**src/rtl/sparc_mul_pkg.sv**
```systemverilog
// Shared constants and types for the multiplier issue sequencer: pipeline depth,
// accumulator dependency spacing, stage numbering and the tracker entry layout.
package sparc_mul_pkg;

    localparam int MUL_LAT = 4;
    localparam int MAC_GAP = 3;

    localparam int C1 = 1;
    localparam int C2 = 2;
    localparam int C3 = 3;
    localparam int C4 = 4;
    localparam int C5 = C1 + MUL_LAT;

    typedef enum logic {
        OWN_EXU = 1'b0,
        OWN_SPU = 1'b1
    } owner_e;

    typedef struct packed {
        logic   vld;
        owner_e own;
        logic   mac;
    } trk_ent_t;

    localparam trk_ent_t TRK_EMPTY = '{vld: 1'b0, own: OWN_EXU, mac: 1'b0};

    function automatic logic mac_in(trk_ent_t e);
        return e.vld && (e.own == OWN_SPU) && e.mac;
    endfunction

endpackage

```
**src/rtl/sparc_mul_rr2.sv**
```systemverilog
// Two-way round-robin arbiter between EXU and SPU. A lone eligible requester always
// wins; on contention the favoured side wins and favour passes to the other side.
module sparc_mul_rr2
    import sparc_mul_pkg::*;
(
    input  logic clk_i,
    input  logic rst_i,
    input  logic req_exu_i,
    input  logic req_spu_i,
    output logic gnt_exu_o,
    output logic gnt_spu_o
);

    owner_e fav_q;
    owner_e fav_d;

    always_comb begin
        gnt_exu_o = 1'b0;
        gnt_spu_o = 1'b0;
        fav_d     = fav_q;
        if (req_exu_i && req_spu_i) begin
            if (fav_q == OWN_EXU) begin
                gnt_exu_o = 1'b1;
                fav_d     = OWN_SPU;
            end else begin
                gnt_spu_o = 1'b1;
                fav_d     = OWN_EXU;
            end
        end else begin
            gnt_exu_o = req_exu_i;
            gnt_spu_o = req_spu_i;
        end
    end

    always_ff @(posedge clk_i or posedge rst_i) begin
        if (rst_i) fav_q <= OWN_EXU;
        else       fav_q <= fav_d;
    end

endmodule

```
**src/rtl/sparc_mul_seq.sv**
```systemverilog
// Issue sequencer for the shared multiplier: arbitrates EXU/SPU requests, tracks ops
// through c2..c5, resolves ACCUM hazards and decodes all datapath controls.
module sparc_mul_seq
    import sparc_mul_pkg::*;
(
    input  logic rclk,
    input  logic rst,
    input  logic exu_req,
    input  logic spu_req,
    input  logic spu_mac,
    input  logic spu_byp,
    input  logic spu_x2,
    input  logic spu_shf_req,
    input  logic spu_clr_req,
    output logic exu_ack,
    output logic spu_ack,
    output logic spu_cmd_ack,
    output logic exu_res_vld,
    output logic spu_res_vld,
    output logic valid,
    output logic spick,
    output logic byp_sel,
    output logic byp_imm,
    output logic acc_imm,
    output logic acc_actc2,
    output logic acc_actc3,
    output logic acc_actc5,
    output logic acc_reg_enb,
    output logic acc_reg_rst,
    output logic acc_reg_shf,
    output logic x2
);

    trk_ent_t [C5:C2] trk_q;
    trk_ent_t         iss_d;
    logic             shf_pend_q;

    logic mac_blk, byp_blk, spu_busy;
    logic clr_gnt, shf_gnt, cmd_gnt;
    logic exu_elig, spu_elig, gnt_exu, gnt_spu;

    // A dependent MAC may issue once the older MAC reaches c(MAC_GAP+1) and picks it
    // up through acc_imm; a byp op reads op2 in c1, so it must wait for the c5 bypass.
    always_comb begin
        mac_blk  = 1'b0;
        byp_blk  = 1'b0;
        spu_busy = 1'b0;
        for (int s = C2; s <= C5; s++) begin
            if (mac_in(trk_q[3'(s)])) begin
                if (s < C1 + MAC_GAP) mac_blk = 1'b1;
                if (s < C5)           byp_blk = 1'b1;
            end
            if (trk_q[3'(s)].vld && trk_q[3'(s)].own == OWN_SPU) spu_busy = 1'b1;
        end
    end

    assign clr_gnt  = !rst && spu_clr_req && !spu_busy;
    assign shf_gnt  = !rst && spu_shf_req && !spu_busy && !spu_clr_req;
    assign cmd_gnt  = clr_gnt || shf_gnt;
    assign exu_elig = !rst && exu_req && !cmd_gnt;
    assign spu_elig = !rst && spu_req && !cmd_gnt
                      && !(spu_mac && mac_blk) && !(spu_byp && byp_blk);

    sparc_mul_rr2 u_rr2 (
        .clk_i     (rclk),
        .rst_i     (rst),
        .req_exu_i (exu_elig),
        .req_spu_i (spu_elig),
        .gnt_exu_o (gnt_exu),
        .gnt_spu_o (gnt_spu)
    );

    always_comb begin
        iss_d = TRK_EMPTY;
        if (gnt_exu)      iss_d = '{vld: 1'b1, own: OWN_EXU, mac: 1'b0};
        else if (gnt_spu) iss_d = '{vld: 1'b1, own: OWN_SPU, mac: spu_mac};
    end

    always_ff @(posedge rclk or posedge rst) begin
        if (rst) begin
            trk_q      <= '0;
            shf_pend_q <= 1'b0;
        end else begin
            trk_q      <= {trk_q[C4:C2], iss_d};
            shf_pend_q <= shf_gnt;
        end
    end

    assign exu_ack     = gnt_exu;
    assign spu_ack     = gnt_spu;
    assign spu_cmd_ack = cmd_gnt;
    assign valid       = gnt_exu || gnt_spu;
    assign spick       = gnt_spu;
    assign x2          = gnt_spu && spu_x2;
    assign byp_sel     = gnt_spu && spu_byp;
    assign byp_imm     = gnt_spu && spu_byp && mac_in(trk_q[C5]);

    assign acc_actc2   = mac_in(trk_q[C2]);
    assign acc_actc3   = mac_in(trk_q[C3]);
    assign acc_actc5   = mac_in(trk_q[C5]);
    assign acc_imm     = acc_actc2 && acc_actc5;

    assign exu_res_vld = trk_q[C5].vld && trk_q[C5].own == OWN_EXU;
    assign spu_res_vld = (trk_q[C5].vld && trk_q[C5].own == OWN_SPU) || shf_pend_q;
    assign acc_reg_enb = (trk_q[C5].vld && trk_q[C5].own == OWN_SPU) || shf_gnt;
    assign acc_reg_shf = shf_gnt;
    assign acc_reg_rst = clr_gnt;

endmodule

```
**config.mk**
```make
export PLATFORM = sky130hd
export DESIGN_NAME = sparc_mul_seq
export DESIGN_NICKNAME = d
export VERILOG_FILES = /design/src/rtl/sparc_mul_pkg.sv /design/src/rtl/sparc_mul_rr2.sv /design/src/rtl/sparc_mul_seq.sv
export SDC_FILE = /design/constraint.sdc
export NUM_CORES = 1
export LEC_CHECK = 0
export ABC_AREA = 0
export CAP_MARGIN = 20
export CORE_AREA = 2 2 39 41
export CTS_BUF_LIST = sky130_fd_sc_hd__clkbuf_4
export DETAILED_ROUTE_END_ITERATION = 12
export DIE_AREA = 0 0 41 43
export PLACE_DENSITY = 0.9
export RECOVER_POWER = 25
export SLEW_MARGIN = 25
export SYNTH_ARGS = -nofsm -noshare
export SYNTH_HDL_FRONTEND = slang
export SYNTH_SLANG_ARGS = --single-unit
```
**constraint.sdc**
```tcl
create_clock -name rclk -period 2.95 [get_ports rclk]
set_input_delay 0.295 -clock rclk [delete_from_list [all_inputs] [get_ports rclk]]
set_output_delay 0.295 -clock rclk [all_outputs]
set_load 0.1 [all_outputs]
```
## Yosys cells after proc, flatten, opt, wreduce, memory -nomap -nowiden

Cells that the tools add are included.

- Register bits: 14
- Output and inout port bits: 17

- Mux-type cells: 10
- Bitwise gates (word level): 1
- Reductions and logical operators: 35

Operators by type and width:

| cell | count |
|---|---|
| logical AND 1 bit | 25 |
| two-way mux 1 bit | 8 |
| zero test 1 bit | 6 |
| two-way mux 3 bit | 2 |
| logical OR 1 bit | 4 |
| NOT 1 bit | 1 |

## Depth between registers and ports, before layout

Gate-level depths: netlist of the first run.

- Word-level depth: 15
- Gate-level depth with buffers: 4
- Mapped depth without buffers: 4

## By module

From an unflattened synthesis of the first run, not the netlist that was laid out.

- Cell total of the unflattened synthesis: 42
- Area total of the unflattened synthesis: 550.5 µm²

Modules (own cells, without submodules):

| module | instances | cells an instance | area each (µm²) | seq. area each (µm²) |
|---|---|---|---|---|
| sparc_mul_seq | 1 | 35 | 490.5 | 325.3 |
| sparc_mul_rr2 | 1 | 7 | 60.1 | 25.0 |

## Least setup slack after synthesis of the first run

Ideal clock, no wire load.

- Kind: register to output
- From: reg trk_q[5] (netlist name)
- To: out exu_ack
- Arrival time: 3115 ps
- Slack: -460 ps
- Cell stages (with the launch flop): 5
- Path buffers: 0
- Cells stage by stage: dfrtp_1 -> and3_1 -> o22a_1 -> and2b_2 -> a21oi_1

- Elaborated cells between the ends (all ways): 20

RTL lines:

| what | RTL line | text |
|---|---|---|
| start, declared | sparc_mul_seq.sv:34 | `trk_ent_t [C5:C2] trk_q;` |
| start signal, assigned | sparc_mul_seq.sv:84 | `trk_q <= {trk_q[C4:C2], iss_d};` |
| logical AND 1 bit (*) (2 in a row) | n/a |  |
| via acc_actc3 | sparc_mul_seq.sv:26 | `output logic acc_actc3,` |
| two-way mux 1 bit (*) | sparc_mul_seq.sv:49 | `if (mac_in(trk_q[3'(s)])) begin` |
| logical AND 1 bit | sparc_mul_seq.sv:62 | `&& !(spu_mac && mac_blk) && !(spu_byp && byp_blk);` |
| zero test 1 bit | sparc_mul_seq.sv:62 |  |
| logical AND 1 bit | sparc_mul_seq.sv:62 |  |
| logical AND 1 bit (*) | sparc_mul_seq.sv:62 |  |
| logical AND 1 bit (*) | sparc_mul_rr2.sv:21 | `if (req_exu_i && req_spu_i) begin` |
| two-way mux 1 bit (*) | sparc_mul_rr2.sv:21 |  |
| end, declared | sparc_mul_seq.sv:15 | `output logic exu_ack,` |

Mark *: on every way through the listed nets, which the timed path passes. The rest lies on a longest branch.

## Worst setup path after layout of the first run

- From: in rst
- To: out byp_imm

- Longest elaborated chain between the ends: 13
- Elaborated cells between the ends (all ways): 18

Ends and longest elaborated chain:

| what | RTL line | text |
|---|---|---|
| start, declared | sparc_mul_seq.sv:7 | `input logic rst,` |
| zero test 1 bit (no line) (*) | n/a |  |
| logical AND 1 bit (3 in a row) | sparc_mul_seq.sv:58 | `assign shf_gnt = !rst && spu_shf_req && !spu_busy && !spu_clr_req;` |
| logical OR 1 bit | sparc_mul_seq.sv:59 | `assign cmd_gnt = clr_gnt \|\| shf_gnt;` |
| zero test 1 bit | sparc_mul_seq.sv:60, sparc_mul_seq.sv:61 |  |
| logical AND 1 bit | sparc_mul_seq.sv:61 | `assign spu_elig = !rst && spu_req && !cmd_gnt` |
| logical AND 1 bit (2 in a row) | sparc_mul_seq.sv:62 |  |
| logical AND 1 bit | sparc_mul_rr2.sv:21 |  |
| two-way mux 1 bit (*) | sparc_mul_rr2.sv:21 |  |
| logical AND 1 bit (*) (2 in a row) | sparc_mul_seq.sv:96 | `assign byp_imm = gnt_spu && spu_byp && mac_in(trk_q[C5]);` |
| end, declared | sparc_mul_seq.sv:23 | `output logic byp_imm,` |

Every way passes the cells marked *; elsewhere a longest branch is shown, timed or not.

==> flow_summary.toml, run 1 <==
[timing]
fin_crit_sh_pct = 75.0
clock.fmax_ghz = 0.452
final_max_slew_viol_count = 0
clock_skew_ns = 0.00138
grt_setup_unrepaired = "no"
setup_slack_ns = 0.738
max_slew.worst_pin.slew_ns = 0.495
hold_viol_final = 0
setup_tns_ns = 0
max-slew-margin-rel_pct = 66.9
finalSetupViolCount = 0
min_period_ns = 2.21

[drt]
drc_errors = 0
antenna_left = 0
routed_wl_mm = 1.18
num_vias = 437
wl_per_cell_um = 13.5
routed_via_density = 5.02
dr.pass1.iters = 4
drtIter0Drc = 5

[final_layout]
diodes = 0
drive_above_1_share_pct = 46.5
area_growth_pct = 49.9
fin_area_um2 = 868
fin_nets = 81

[min_path]
hp-class = "flip-flop to flip-flop"

[pwr]
p_seq_share_pct = 47.3
leakagePower_nw = 0.454
share_comb_of_total_power_pct = 30.8
power.density_nw_per_um2 = 551
p_clk_share_pct = 21.8
p_sw_mw = 0.177
ir_drop_v = 0.000290
switching_share_pct = 36.9
internal_power_mw = 0.302

[run]
maxCapViolCount = 0

[placement]
place_ws_ns = 0.779
dp_hpwl_um = 978
place.port_buffers = 25
post_dp_cell_area_um2 = 842
gp_routability_congestion = 0.664

[yosys]
synth-async-reset-ratio_pct = 100
synth_top_family_by_area = "simple AND/OR/NAND/NOR gates"
ys_seq_elements = 14
synth_cells = 43
synth_area_per_cell_um2 = 13.5
synth-adder-area-share_pct = 0
synthMuxAreaShare_pct = 0
yosysSeqAreaShare_pct = 60.5
synthFlopType = "dfrtp_1"
synth.yosys.warnings = 0
synth_edf_count = 0
synth_simple_gate_area_share_pct = 25.7
yosysUniqueCellTypes = 22
netlist_area_um2 = 579
syn-num-nets = 52
synth-compound-area-share_pct = 10.4
synth_xor_area_share_pct = 1.51

[setup_path]
required_ns = 2.65
crit_type = "primary input to output pin"
crit_path_max_fanout = 6
cp_slowest_stage_delay_ns = 0.58
critPathCaptureType = "output pin"
crit_chain = "dlygate4sd3_1 > a221oi_2 > a21oi_2 > and4b_4 > and3_2 > buf_12"
slowest_stage = "dlygate4sd3_1"
worstSetupStartpointType = "primary input"
cp.arrival_ns = 1.92

[clock_network]
cts_buffers = 3
cts_tree = "done"
cts_setup_buffers = 0
clock-sinks = 14
post_cts_resized = 0
cts_hold_buffers = 0
cts_htree_levels = 1
ctsRootBufferMaster = "clkbuf_4"
clk_pin_slew_ns = 0.08
insertion_delay_ns = 0.27
clockBufferDepth = 2

[floorplanning]
die_height_um = 43
core-area_um2 = 1380
die_area_um2 = 1760
start_util_pct = 41.9
dieWidth_um = 41
io_pins = 26
rows = 14

[global_route]
antenna_found_initial = 0
grt_max_degree = 15
overflow = 0
first_global_vias = 422
grt_pass1_wl_mm = 1.86
track_usage_pct = 16.5

[outcome]
status = "completed"
-- path summary, 6_finish.rpt --
check,start,to,slack [ns],depth (start not counted)
worst max-delay path,rst,byp_imm,0.74,6
worst min-delay path,trk_q[8],trk_q[11],0.35,0
worst max register to register,trk_q[2],trk_q[0],1.50,4
worst min register to register,trk_q[8],trk_q[11],0.35,0
max in group asynchronous,rst,trk_q[8],2.06,2
min in group asynchronous,rst,u_rr2.fav_q,0.55,2
-- final cells by class --
cell class / instances / area (µm²)
inverter: 1 / 3.75
sequential: 14 / 350
multi-input combinational: 27 / 223
clock buffer: 3 / 22.5
tap: 16 / 20.0
clock inverter: 1 / 3.75
fill: 119 / 515
timing repair buffer: 25 / 245
-- cell usage after synthesis, types with 2 or more instances --
cell type / instances / share of area (%)
and2_1: 2 / 2.2
and4b_2: 2 / 3.9
dfrtp_1: 14 / 60
a21o_1: 2 / 2.6
and3_1: 3 / 3.2
and2_2: 4 / 5.2
-- sequential cells by signal, summed over array words and instances (netlist names) --
register and count:
trk_q 12, shf_pend_q 1, u_rr2.fav_q 1
-- per-stage QoR --
step	util, %	std cells	power (mW)	hold slack, ns
2_1_floorplan	-	43	0.340	0.184
3_3_place_gp	60.8	83	0.375	0.331
3_5_place_dp	60.8	83	0.379	0.336
4_1_cts	62.7	87	0.485	0.354
5_1_grt	62.7	87	0.501	0.374
6_report	62.7	87	0.478	0.352
-- worst max-delay path, delay by kind of cell --
| kind | cells | cell delay (ns) |
|---|---|---|
| compound gates | 2 | 0.43 |
| buf+inv | 2 | 0.75 |
| simple gates | 2 | 0.44 |
-- logic make-up after synthesis --
| family | count (synthesis) |
|---|---|
| AO/OA/AOI/OAI | 7 |
| XOR/XNOR | 1 |
| buffers and inverters | 2 |
| flip-flops | 14 |
| AND/OR/NAND/NOR | 19 |
-- cells in the final DEF, fill, tap and decap left out --
master / instances
a21o_1: 2
a21oi_2: 2
a221oi_2: 1
and2_1: 2
and2_2: 4
and2b_2: 1
and3_1: 2
and3_2: 1
and3_4: 1
and3b_1: 1
and4b_2: 2
and4b_4: 1
buf_12: 3
buf_4: 14
clkbuf_4: 3
clkdlybuf4s50_1: 7
clkinv_1: 1
dfrtp_1: 14
dlygate4sd3_1: 1
inv_1: 1
nand2_1: 1
nand2b_1: 1
nor2b_1: 1
o21a_1: 1
o22a_1: 1
or2_1: 1
xor2_1: 1
-- per-layer routing --
layer  global-route usage (%)  part of all wire, %  up-vias
met5                        0                    0        -
met4                     8.00                 0.85        0
met3                     6.28                  6.5        2
met2                     26.3                   56       18
met1                     18.2                   37      212
li1                         -                    -      205
-- power by group through the flow --
stage	logic, mW	registers, mW	clock network, mW
global route	0.154	0.229	0.119
finish	0.148	0.226	0.104
global placement	0.146	0.228	0
CTS	0.149	0.226	0.109
detailed placement	0.150	0.229	0
floorplan	0.114	0.225	0
Power figures use the tool's default switching activity.
==> run 2, diff against run 1 <==
- CORE_AREA: 2 2 39 41 -> default
- CORE_ASPECT_RATIO: default -> 0.9
- CORE_MARGIN: default -> 2
- CORE_UTILIZATION: default -> 37
- DIE_AREA: 0 0 41 43 -> default
- PLACE_DENSITY: 0.9 -> 0.82
- clock period: 2.95 -> 2 ns (I/O delays scaled with it)
==> run 2 against run 1 <==
Effect of this change:
- count of clock-buffer cells in the layout did not move
- core utilization rose by 10 points
- sequential share of layout area fell by 7.5 points
- worst setup slack got worse by 0.73 ns
- combinational power rose by 86%
- critical path depth fell by 1
- clock power rose by 43%
- sequential cell count did not move
- non-clock buffer count rose by 7
- largest cell class is now buffers
==> flow_summary.toml, run 2 (same netlist as run 1, synthesis figures left out) <==
[outcome]
status = "completed"

[global_route]
antenna_found_initial = 0
first_global_vias = 504
overflow = 0
grt_max_degree = 15
grt_pass1_wl_mm = 2.12
track_usage_pct = 15.2

[setup_path]
critPathCaptureType = "output pin"
crit_path_max_fanout = 5
rr_worst_depth = 6
r2r_slack_ns = 0.44
required_ns = 1.80
r2r-start = "trk_q[2]"
critPathCapture = "byp_imm"
cp.arrival_ns = 1.79
worstSetupStartpointType = "flip-flop"
r2r_end = "u_rr2.fav_q"
crit_type = "flip-flop to output pin"
setup.worst_path.start = "trk_q[3]"

[timing]
final_max_slew_viol_count = 0
clock_skew_ns = 0.000828
setup_slack_ns = 0.0122
min_period_ns = 1.99
grt_setup_unrepaired = "yes"
hold_ws_ns = 0.359
max_slew.worst_pin.slew_ns = 0.500
clock.fmax_ghz = 0.503
setup_tns_ns = 0
max-slew-margin-rel_pct = 66.6
hold_viol_final = 0
fin_crit_sh_pct = 99.4
finalSetupViolCount = 0

[min_path]
hold_path.startpoint = "trk_q[6]"
hp-class = "flip-flop to flip-flop"

[final_layout]
top_regs = "trk_q x12, shf_pend_q x1, u_rr2.fav_q x1"
drive_above_1_share_pct = 56.4
diodes = 0
fin_area_um2 = 1070
mostFrequentLayoutCell = "dfrtp_1"
fillers = 101
fin_nets = 88
layout_common_cells = "dfrtp_1 (14), buf_12 (12), buf_4 (12), clkdlybuf4s50_1 (8)"
area_growth_pct = 84.0
regMostFlops = "trk_q"
largest_register_ffs = 12

[clock_network]
clock-sinks = 14
cts_hold_buffers = 0
cts_tree = "done"
clk_pin_slew_ns = 0.08
insertion_delay_ns = 0.26
clockBufferDepth = 2
ctsRootBufferMaster = "clkbuf_4"
cts_buffers = 3
cts_htree_levels = 1

[pwr]
leakagePower_nw = 0.518
ir_drop_v = 0.000513
total_power_mw = 0.759
power.density_nw_per_um2 = 712

[floorplanning]
core-area_um2 = 1460
die_area_um2 = 1900
dieWidth_um = 45.7
die_height_um = 41.5
rows = 13
start_util_pct = 39.6
io_pins = 26

[placement]
gp_routability_congestion = 0.651
dp_hpwl_mm = 1.04
place.port_buffers = 25
place_ws_ns = 0.131
post_dp_cell_area_um2 = 991

[drt]
dr.pass1.iters = 1
drtIter0Drc = 0
wl_per_cell_um = 12.8
routed_via_density = 4.84
antenna_left = 0
routed_wl_mm = 1.19
drc_errors = 0
num_vias = 450

[run]
maxCapViolCount = 0
## run 2: changes by cell type in the layout (fill, tap and decap cells not counted), sizes merged
cell / before / now
clkdlybuf4s50: 7 / 8
buf: 17 / 24
dlygate4sd3: 1 / 0
## run 2: cell type report
type | instances | area, µm² | area share [%]
multi-input combinational | 27 | 256 | 24.1
sequential | 14 | 350 | 32.9
inverter | 1 | 3.75 | 0.352
tap | 15 | 18.8 | 1.76
timing repair buffer | 32 | 410 | 38.5
clock buffer | 3 | 22.5 | 2.11
clock inverter | 1 | 3.75 | 0.352
## run 2: worst min-delay path by stage
stage          slack [ns]  cells past startpoint    endpoint
2_1_floorplan        0.09                      1  shf_pend_q
3_3_place_gp         0.33                      0   trk_q[11]
3_5_place_dp         0.34                      0    trk_q[9]
4_1_cts              0.36                      0    trk_q[9]
5_1_grt              0.37                      0    trk_q[9]
6_report             0.36                      0    trk_q[9]
## run 2: power breakdown
group          leakage (nW)  internal, mW  switching (mW)
clock                0.0154        0.0719          0.0767
combinational         0.316         0.107           0.168
sequential            0.186         0.310          0.0258
## run 2: through the flow
stage | utilization [%] | cells
floorplan | - | 43
global placement | 67.7 | 84
detailed placement | 67.7 | 84
CTS | 70.5 | 90
global route | 72.8 | 93
finish | 72.8 | 93
## run 2: worst max-delay path: stages (launching register included)
cell and delay, ns:
dfrtp_1 0.40, and3_4 0.19, o22a_1 0.21, and4b_4 0.36, and3_4 0.19, buf_12 0.17
## run 2: timing repair
item / in CTS / in global routing
pin swaps: 1 / 1
setup buffers: 2 / 3
resized for setup: 0 / 1
setup endpoints to repair: 1 / 7
## run 2: routing by layer
layer / track usage (%) / part of all wire [%] / wire length, µm
met4: 3.43 / 0 / 0
met1: 17.0 / 38 / 448
met2: 26.5 / 55 / 658
met5: 0 / 0 / 0
met3: 6.09 / 6.9 / 82
==> run 3, diff against run 2 <==
- CTS_CLUSTER_SIZE: default -> 12
==> results of run 3 <==
No change in the layout: final DEF, timing and power equal those of run 2.
